===== src/rtl/iter_divider.sv =====
// Radix-2 restoring divider: captures dividend and divisor on independent valid/ready channels,
// retires one quotient bit per cycle and strobes {quotient, remainder} for one cycle when done.
module iter_divider #(
    parameter int WIDTH  = 32,
    parameter bit SIGNED = 1'b0
) (
    input  logic                 clk,
    input  logic                 reset,
    input  logic                 abort,
    input  logic [WIDTH-1:0]     s_axis_dividend_tdata,
    input  logic                 s_axis_dividend_tvalid,
    output logic                 s_axis_dividend_tready,
    input  logic [WIDTH-1:0]     s_axis_divisor_tdata,
    input  logic                 s_axis_divisor_tvalid,
    output logic                 s_axis_divisor_tready,
    output logic [2*WIDTH-1:0]   m_axis_dout_tdata,
    output logic                 m_axis_dout_tvalid
);
    localparam int CW = $clog2(WIDTH + 1);
    localparam logic [CW-1:0] LAST = CW'(WIDTH - 1);

    typedef enum logic [1:0] {IDLE = 2'd0, RUN = 2'd1, DONE = 2'd2} state_t;
    state_t state;

    logic               dvd_flag, dvs_flag;
    logic [WIDTH-1:0]   dvd_lat, dvs_lat;
    logic [CW-1:0]      count;
    logic [WIDTH-1:0]   quo_sh;
    logic [WIDTH-1:0]   rem;
    logic [WIDTH-1:0]   dvs_mag;
    logic [WIDTH-1:0]   dvd_raw;
    logic               qsign, rsign, div_zero;
    logic [2*WIDTH-1:0] dout;

    // Input channels transfer on a rising edge where tvalid && tready; a source that sees tready=0
    // holds tvalid. The output channel is valid-only: tvalid is a one-cycle strobe with no backpressure.
    assign s_axis_dividend_tready = (state == IDLE) && !dvd_flag;
    assign s_axis_divisor_tready  = (state == IDLE) && !dvs_flag;
    assign m_axis_dout_tvalid     = (state == DONE);
    assign m_axis_dout_tdata      = dout;

    logic dvd_fire, dvs_fire, start;
    assign dvd_fire = s_axis_dividend_tvalid && s_axis_dividend_tready;
    assign dvs_fire = s_axis_divisor_tvalid && s_axis_divisor_tready;
    assign start    = (state == IDLE) && (dvd_flag || dvd_fire) && (dvs_flag || dvs_fire);

    // Operands as seen on the start edge: a channel completing this cycle bypasses its latch.
    logic [WIDTH-1:0] dvd_now, dvs_now, dvd_abs, dvs_abs;
    logic             sa, sb;
    always_comb begin
        dvd_now = dvd_fire ? s_axis_dividend_tdata : dvd_lat;
        dvs_now = dvs_fire ? s_axis_divisor_tdata : dvs_lat;
        sa      = SIGNED && dvd_now[WIDTH-1];
        sb      = SIGNED && dvs_now[WIDTH-1];
        dvd_abs = sa ? -dvd_now : dvd_now;
        dvs_abs = sb ? -dvs_now : dvs_now;
    end

    // One restoring step; the partial remainder gains one bit before the trial subtraction.
    logic [WIDTH:0]     shifted;
    logic               ge;
    logic [WIDTH-1:0]   diff, rem_next, quo_next, q_fix, r_fix;
    logic [2*WIDTH-1:0] result;
    always_comb begin
        shifted  = {rem, quo_sh[WIDTH-1]};
        ge       = shifted >= {1'b0, dvs_mag};
        diff     = shifted[WIDTH-1:0] - dvs_mag;
        rem_next = ge ? diff : shifted[WIDTH-1:0];
        quo_next = {quo_sh[WIDTH-2:0], ge};
        q_fix    = qsign ? -quo_next : quo_next;
        r_fix    = rsign ? -rem_next : rem_next;
        result   = div_zero ? {{WIDTH{1'b1}}, dvd_raw} : {q_fix, r_fix};
    end

    always_ff @(posedge clk) begin
        if (reset) begin
            state    <= IDLE;
            dvd_flag <= 1'b0;
            dvs_flag <= 1'b0;
            count    <= '0;
            dout     <= '0;
        end else if (abort) begin
            state    <= IDLE;
            dvd_flag <= 1'b0;
            dvs_flag <= 1'b0;
            count    <= '0;
        end else begin
            case (state)
                IDLE: begin
                    if (dvd_fire) begin
                        dvd_lat  <= s_axis_dividend_tdata;
                        dvd_flag <= 1'b1;
                    end
                    if (dvs_fire) begin
                        dvs_lat  <= s_axis_divisor_tdata;
                        dvs_flag <= 1'b1;
                    end
                    if (start) begin
                        state    <= RUN;
                        quo_sh   <= dvd_abs;
                        dvs_mag  <= dvs_abs;
                        dvd_raw  <= dvd_now;
                        rem      <= '0;
                        count    <= '0;
                        qsign    <= sa ^ sb;
                        rsign    <= sa;
                        div_zero <= (dvs_now == '0);
                    end
                end
                RUN: begin
                    rem    <= rem_next;
                    quo_sh <= quo_next;
                    count  <= count + 1'b1;
                    if (count == LAST) begin
                        state <= DONE;
                        dout  <= result;
                    end
                end
                DONE: begin
                    state    <= IDLE;
                    dvd_flag <= 1'b0;
                    dvs_flag <= 1'b0;
                end
                default: state <= IDLE;
            endcase
        end
    end
endmodule


===== config.mk =====
export PLATFORM = sky130hd
export DESIGN_NAME = iter_divider
export DESIGN_NICKNAME = d
export VERILOG_FILES = /design/src/rtl/iter_divider.sv
export SDC_FILE = /design/constraint.sdc
export NUM_CORES = 1
export LEC_CHECK = 0
export CORE_ASPECT_RATIO = 0.9
export CORE_UTILIZATION = 55
export CTS_BUF_LIST = sky130_fd_sc_hd__clkbuf_8
export DETAILED_ROUTE_END_ITERATION = 16
export GPL_ROUTABILITY_DRIVEN = 0
export PLACE_DENSITY = 0.78
export SETUP_SLACK_MARGIN = 0.5
export SLEW_MARGIN = 20
export SYNTH_ARGS = -nofsm -noshare
export SYNTH_HDL_FRONTEND = slang
export SYNTH_SLANG_ARGS = --single-unit

===== constraint.sdc =====
create_clock -name clk -period 7.89 [get_ports clk]
set_input_delay 0.789 -clock clk [delete_from_list [all_inputs] [get_ports clk]]
set_output_delay 0.789 -clock clk [all_outputs]
set_load 0.1 [all_outputs]

==> impl_metrics.tcl, run 1 <==
set metrics [dict create \
    status "completed" \
    row_count 52 \
    final_cell_count_no_fill 1595 \
    critPathMaxFanout 8 \
    nets 1368 \
    die-area_um2 23700 \
    diodes 0 \
    cts_tree "built" \
    rsz0062_at_grt "false" \
    power.leakage_uw 0.00546 \
    hold_class "flip-flop to flip-flop" \
    cp.required_ns 7.10 \
    fin_worst_skew_ns 0.0167 \
    synth_area_um2 12700 \
    slew_headroom_pct 28.7 \
    grt_max_degree 66 \
    cts_setup_buffers 0 \
    yosys_warnings 0 \
    clock_sinks 267 \
    final_layout_size_suffix_gt1_share_pct 13.6 \
    path_class "flip-flop to primary output" \
    async_flop_share_pct 0 \
    die_width_um 162 \
    critPathLaunch "state[1]$_SDFFE_PP0P_" \
    startpoint_type "flip-flop" \
    finalHoldViolCount 0 \
    h-tree-depth 2 \
    first_global_vias 9262 \
    drt_wl_total_um 30500 \
    routed-via-count 9403 \
    post-place-cells 1518 \
    holdBufCountCts 0 \
    syn_area_per_cell_um2 11.1 \
    drtIter0Drc 898 \
    ys.flop_type "edfxtp_1" \
    wl_per_cell_um 19.2 \
    synthCells 1143 \
    grt_pass1_wl_um 48700 \
    max_freq_mhz 283 \
    setup_tns_ns 0 \
    drtPass1Iterations 6 \
    end_kind "primary output" \
    slew_violations 0 \
    worstPathArrival_ns 2.74 \
    cts_buffers 42 \
    start_util_pct 56.1 \
    syn2layout_area_growth_pct 19.3 \
    synthDistinctLibCells 70 \
    path_clk_slew_ns 0.07 \
    portBuffers 135 \
    track_usage_pct 26.2 \
    synth_edf_count 193 \
    period_minus_slack_ns 3.53 \
    cts_root_buffer "clkbuf_8" \
    ios 136 \
    worst_slew_pin_slew_ns 1.07 \
    syn_nets 1246 \
    timing.final.crit_share_pct 44.7 \
    r2r-start "rem[13]$_SDFFCE_PN0P_" \
    power.density_nw_per_um2 205 \
    die_h_um 146 \
    seq_area_frac_synth_pct 57.4 \
    finalSetupViolCount 0 \
    hpwl_um 20400 \
    antenna_found_initial 1 \
    clk_latency_ns 0.55 \
    core_um2 22600 \
    ir_worst_vdd_mv 0.125 \
    drc 0 \
    post_cts_resized 0 \
    final_core_util_pct 67.0 \
    ant_nets 0 \
    gr-total-overflow 0 \
    cap_viol_max_count 0 \
    clock_path_buffers 3 \
    holdCritStartpoint "m_axis_dout_tdata[29]$_SDFFE_PP0P_" \
    via_per_inst 5.90 \
    ys_ff_latch 267 \
]
per-stage QoR:
step	power [µW]	hold WS, ns	setup WS, ns	area [µm²]
after global routing	3210	0.493	4.22	15100
final	3100	0.466	4.36	15100
after CTS	3120	0.463	4.35	15100
after floorplan	1820	0.465	1.31	12700
after detailed placement	1920	0.448	3.93	14200
after global placement	1910	0.448	3.99	14200
registers in the layout, summed over array words and instances (netlist names):
register           flops
dvs_flag               1
state                  2
m_axis_dout_tdata     64
div_zero               1
dvd_lat               32
dvs_lat               32
dvd_flag               1
count                  6
dvd_raw               32
rem                   32
dvs_mag               32
quo_sh                32
power breakdown:
part	internal, µW	switching [µW]	total, µW
clock	664	547	1210
combinational	132	185	316
sequential	1560	15.1	1580
total	2360	747	3100
routing by layer:
layer | vias up | GRT usage (%) | part of all wire, %
met4 | 2 | 8.63 | 2.8
li1 | 4401 | - | -
met3 | 73 | 4.01 | 7.1
met2 | 389 | 42.8 | 47
met1 | 4538 | 36.0 | 43
met5 | - | 0 | 0.043
cells in the final DEF, fill, tap and decap left out, drive strengths merged, types with 23 or more instances in the layout:
master / n
clkbuf: 52
dfxtp: 74
nor2: 187
o21ai: 39
clkdlybuf4s50: 135
ha: 33
nor3: 74
edfxtp: 193
mux2i: 23
a21oi: 47
nand2: 59
inv: 62
mux2: 80
Yosys cell counts (all sizes together) (18+ instances only):
cell type | number | area share (%)
o21ai | 39 | 1.5
nor2 | 187 | 5.5
nand3 | 19 | 0.79
edfxtp | 193 | 46
ha | 33 | 3.3
and2 | 18 | 0.89
dfxtp | 74 | 12
mux2 | 80 | 7.1
a21oi | 47 | 1.9
mux2i | 23 | 1.8
nor3 | 74 | 2.9
clkbuf | 55 | 1.6
nand2 | 59 | 1.8
inv | 44 | 1.3
critical path, cell delays in order, from the launching register on:
cell and delay [ns]:
dfxtp_1 0.50, nor3_1 0.45, clkdlybuf4s50_1 1.23
cell families after synthesis:
family / after synthesis / synth area share (%)
AND/OR/NAND/NOR: 411 / 14.7
flip-flops: 267 / 57.4
AO/OA/AOI/OAI: 186 / 10.0
buffers and inverters: 115 / 3.63
multiplexers: 103 / 8.92
adder cells (fa/ha/maj): 34 / 3.42
XOR/XNOR: 27 / 1.87
area by class of cell:
cell class              count  area [µm²]
clock buffers              52         716
clock inverters            25         163
fillers                  1686        7450
inverters                  45         169
multi-input cells         761        4980
flip-flops and latches    267        7280
well taps                 297         372
repair buffers            148        1450
path summary, 6_finish.rpt:
kind                                         to  slack (ns)  depth (start not counted)
min reg2reg  m_axis_dout_tdata[29]$_SDFFE_PP0P_        0.47                          2
max                      s_axis_dividend_tready        4.36                          2
min          m_axis_dout_tdata[29]$_SDFFE_PP0P_        0.47                          2
max reg2reg  m_axis_dout_tdata[31]$_SDFFE_PP0P_        4.43                         10
Note: power is estimated with default switching activity, not from simulation.
==> inputs of run 2 (changes only) <==
==> constraint.sdc (replaced) <==
create_clock -name clk -period 3.4 [get_ports clk]
set_input_delay 0.34 -clock clk [delete_from_list [all_inputs] [get_ports clk]]
set_output_delay 0.34 -clock clk [all_outputs]
set_load 0.1 [all_outputs]
==> run 2 against run 1 <==
- sequential share of layout area is 3.2 points lower
- sequential power is 130% higher
- wire length is 7.1% higher
- flip-flop and latch count stayed put
- final area is 7.1% higher
- largest cell class unchanged
==> impl_metrics.tcl, run 2 (synthesis gave the netlist of run 1 again) <==
set metrics [dict create \
    status "completed" \
    cts_root_buffer "clkbuf_8" \
    fin_worst_skew_ns 0.0309 \
    grt_max_degree 66 \
    p_switching_uw 1790 \
    reg2regPathDepth 13 \
    final_cell_mix "193 x edfxtp_1, 183 x nor2_1, 132 x clkdlybuf4s50_1" \
    die_h_um 146 \
    drtPass1Iterations 5 \
    start_util_pct 56.1 \
    power.leakage_uw 0.00578 \
    drtIter0Drc 891 \
    portBuffers 135 \
    rsz0062_at_grt "true" \
    reg2reg_slack_ns 0.39 \
    grt_pass1_wl_um 49100 \
    r2r_end "m_axis_dout_tdata[20]$_SDFFE_PP0P_" \
    cts_buffers 43 \
    finalSetupViolCount 0 \
    h-tree-depth 2 \
    max_freq_mhz 333 \
    via_per_inst 5.98 \
    syn2layout_area_growth_pct 27.7 \
    nets 1426 \
    worst_slew_pin_slew_ns 0.984 \
    power.share.clock_pct 36.6 \
    clk_latency_ns 0.55 \
    routed-via-count 9890 \
    hold_path_depth 2 \
    clock_path_buffers 3 \
    min_to "m_axis_dout_tdata[19]$_SDFFE_PP0P_" \
    final_core_util_pct 71.7 \
    ios 136 \
    core_um2 22600 \
    period_minus_slack_ns 3.01 \
    diodes 0 \
    r2r-start "quo_sh[31]$_DFFE_PP_" \
    setup_tns_ns 0 \
    clock_sinks 267 \
    die-area_um2 23700 \
    track_usage_pct 26.4 \
    slew_violations 0 \
    ir_worst_vdd_mv 0.308 \
    seq_power_share_pct 51.3 \
    end_kind "flip-flop" \
    first_global_vias 9484 \
    path_clk_slew_ns 0.06 \
    startpoint_type "flip-flop" \
    hold_class "flip-flop to flip-flop" \
    cap_viol_max_count 0 \
    ant_nets 0 \
    finalHoldViolCount 0 \
    internal-power_uw 5360 \
    critPathMaxFanout 4 \
    cp.required_ns 3.83 \
    antenna_found_initial 0 \
    holdCritStartpoint "m_axis_dout_tdata[19]$_SDFFE_PP0P_" \
    timing.final.crit_share_pct 88.4 \
    drc 0 \
    die_width_um 162 \
    worstPathArrival_ns 3.44 \
    path_class "flip-flop to flip-flop" \
    wl_per_cell_um 19.8 \
    cts_tree "built" \
    p_comb_share_pct 12.2 \
    largest_register_ffs 64 \
    drt_wl_total_um 32700 \
    gr-total-overflow 0 \
    holdBufCountCts 0 \
    final_layout_size_suffix_gt1_share_pct 22.2 \
    final_common_cell "edfxtp_1" \
    swShare_pct 25.0 \
    row_count 52 \
    fin_hold_ws_ns 0.471 \
    slew_headroom_pct 34.2 \
    hpwl_um 20700 \
    power.density_nw_per_um2 441 \
]
run 2: through the flow:
step,total power (µW),cell area (µm²),setup WS [ns],instances
after floorplan,4220,12800,0.486,1143
after global placement,4460,14500,0.317,1538
after detailed placement,4480,14500,0.301,1538
after CTS,7090,15600,0.497,1623
after global routing,7390,16200,0.338,1653
final,7140,16200,0.395,1653
run 2: worst max-delay path, cell delays in order, from the launching register on:
cell,delay [ns]
edfxtp_1,0.42
inv_1,0.10
ha_2,0.19
fa_2,0.21
nor2b_2,0.06
o31a_1,0.28
o21ai_1,0.27
o21ai_1,0.14
buf_4,0.18
a21oi_2,0.24
xnor2_1,0.20
mux2_2,0.21
nor2_1,0.04
o41ai_1,0.35
run 2: layer usage:
| layer | GRT usage [%] | vias to the layer above | share of wire [%] |
|---|---|---|---|
| met1 | 35.5 | 4755 | 40 |
| li1 | - | 4524 | - |
| met4 | 10.5 | 0 | 4.1 |
| met5 | 0 | - | 0 |
| met3 | 3.95 | 106 | 7.1 |
| met2 | 43.0 | 505 | 48 |
run 2: power by group through the flow:
stage                     registers (µW)  clock network [µW]  logic [µW]
after global routing                3670                2780         932
after floorplan                     3720                   0         507
after global placement              3720                   0         732
after detailed placement            3730                   0         747
final                               3660                2610         868
after CTS                           3660                2640         784
run 2: how the worst max path moves through the flow:
stage | start | cells after the start | slack (ns) | to
6_report | quo_sh[31]$_DFFE_PP_ | 13 | 0.39 | m_axis_dout_tdata[20]$_SDFFE_PP0P_
3_5_place_dp | rem[23]$_SDFFCE_PN0P_ | 10 | 0.30 | rem[14]$_SDFFCE_PN0P_
2_1_floorplan | state[1]$_SDFFE_PP0P_ | 4 | 0.49 | quo_sh[0]$_DFFE_PP_
5_1_grt | quo_sh[31]$_DFFE_PP_ | 13 | 0.34 | m_axis_dout_tdata[20]$_SDFFE_PP0P_
3_3_place_gp | rem[9]$_SDFFCE_PN0P_ | 11 | 0.32 | m_axis_dout_tdata[31]$_SDFFE_PP0P_
4_1_cts | quo_sh[31]$_DFFE_PP_ | 12 | 0.50 | m_axis_dout_tdata[30]$_SDFFE_PP0P_
run 2: layout make-up:
type                       instances  area, µm²
sequential                       267       7280
fill                            1511       6380
multi-input combinational        762       5630
timing repair buffer             204       1930
clock buffer                      50        688
tap                              297        372
inverter                          45        169
clock inverter                    28        124
run 2: what timing repair did:
item,CTS,global route
gates cloned,0,2
setup buffers,7,28
hold endpoints to repair,0,0
setup endpoints to repair,52,56
pin swaps,7,38
resized for setup,47,52
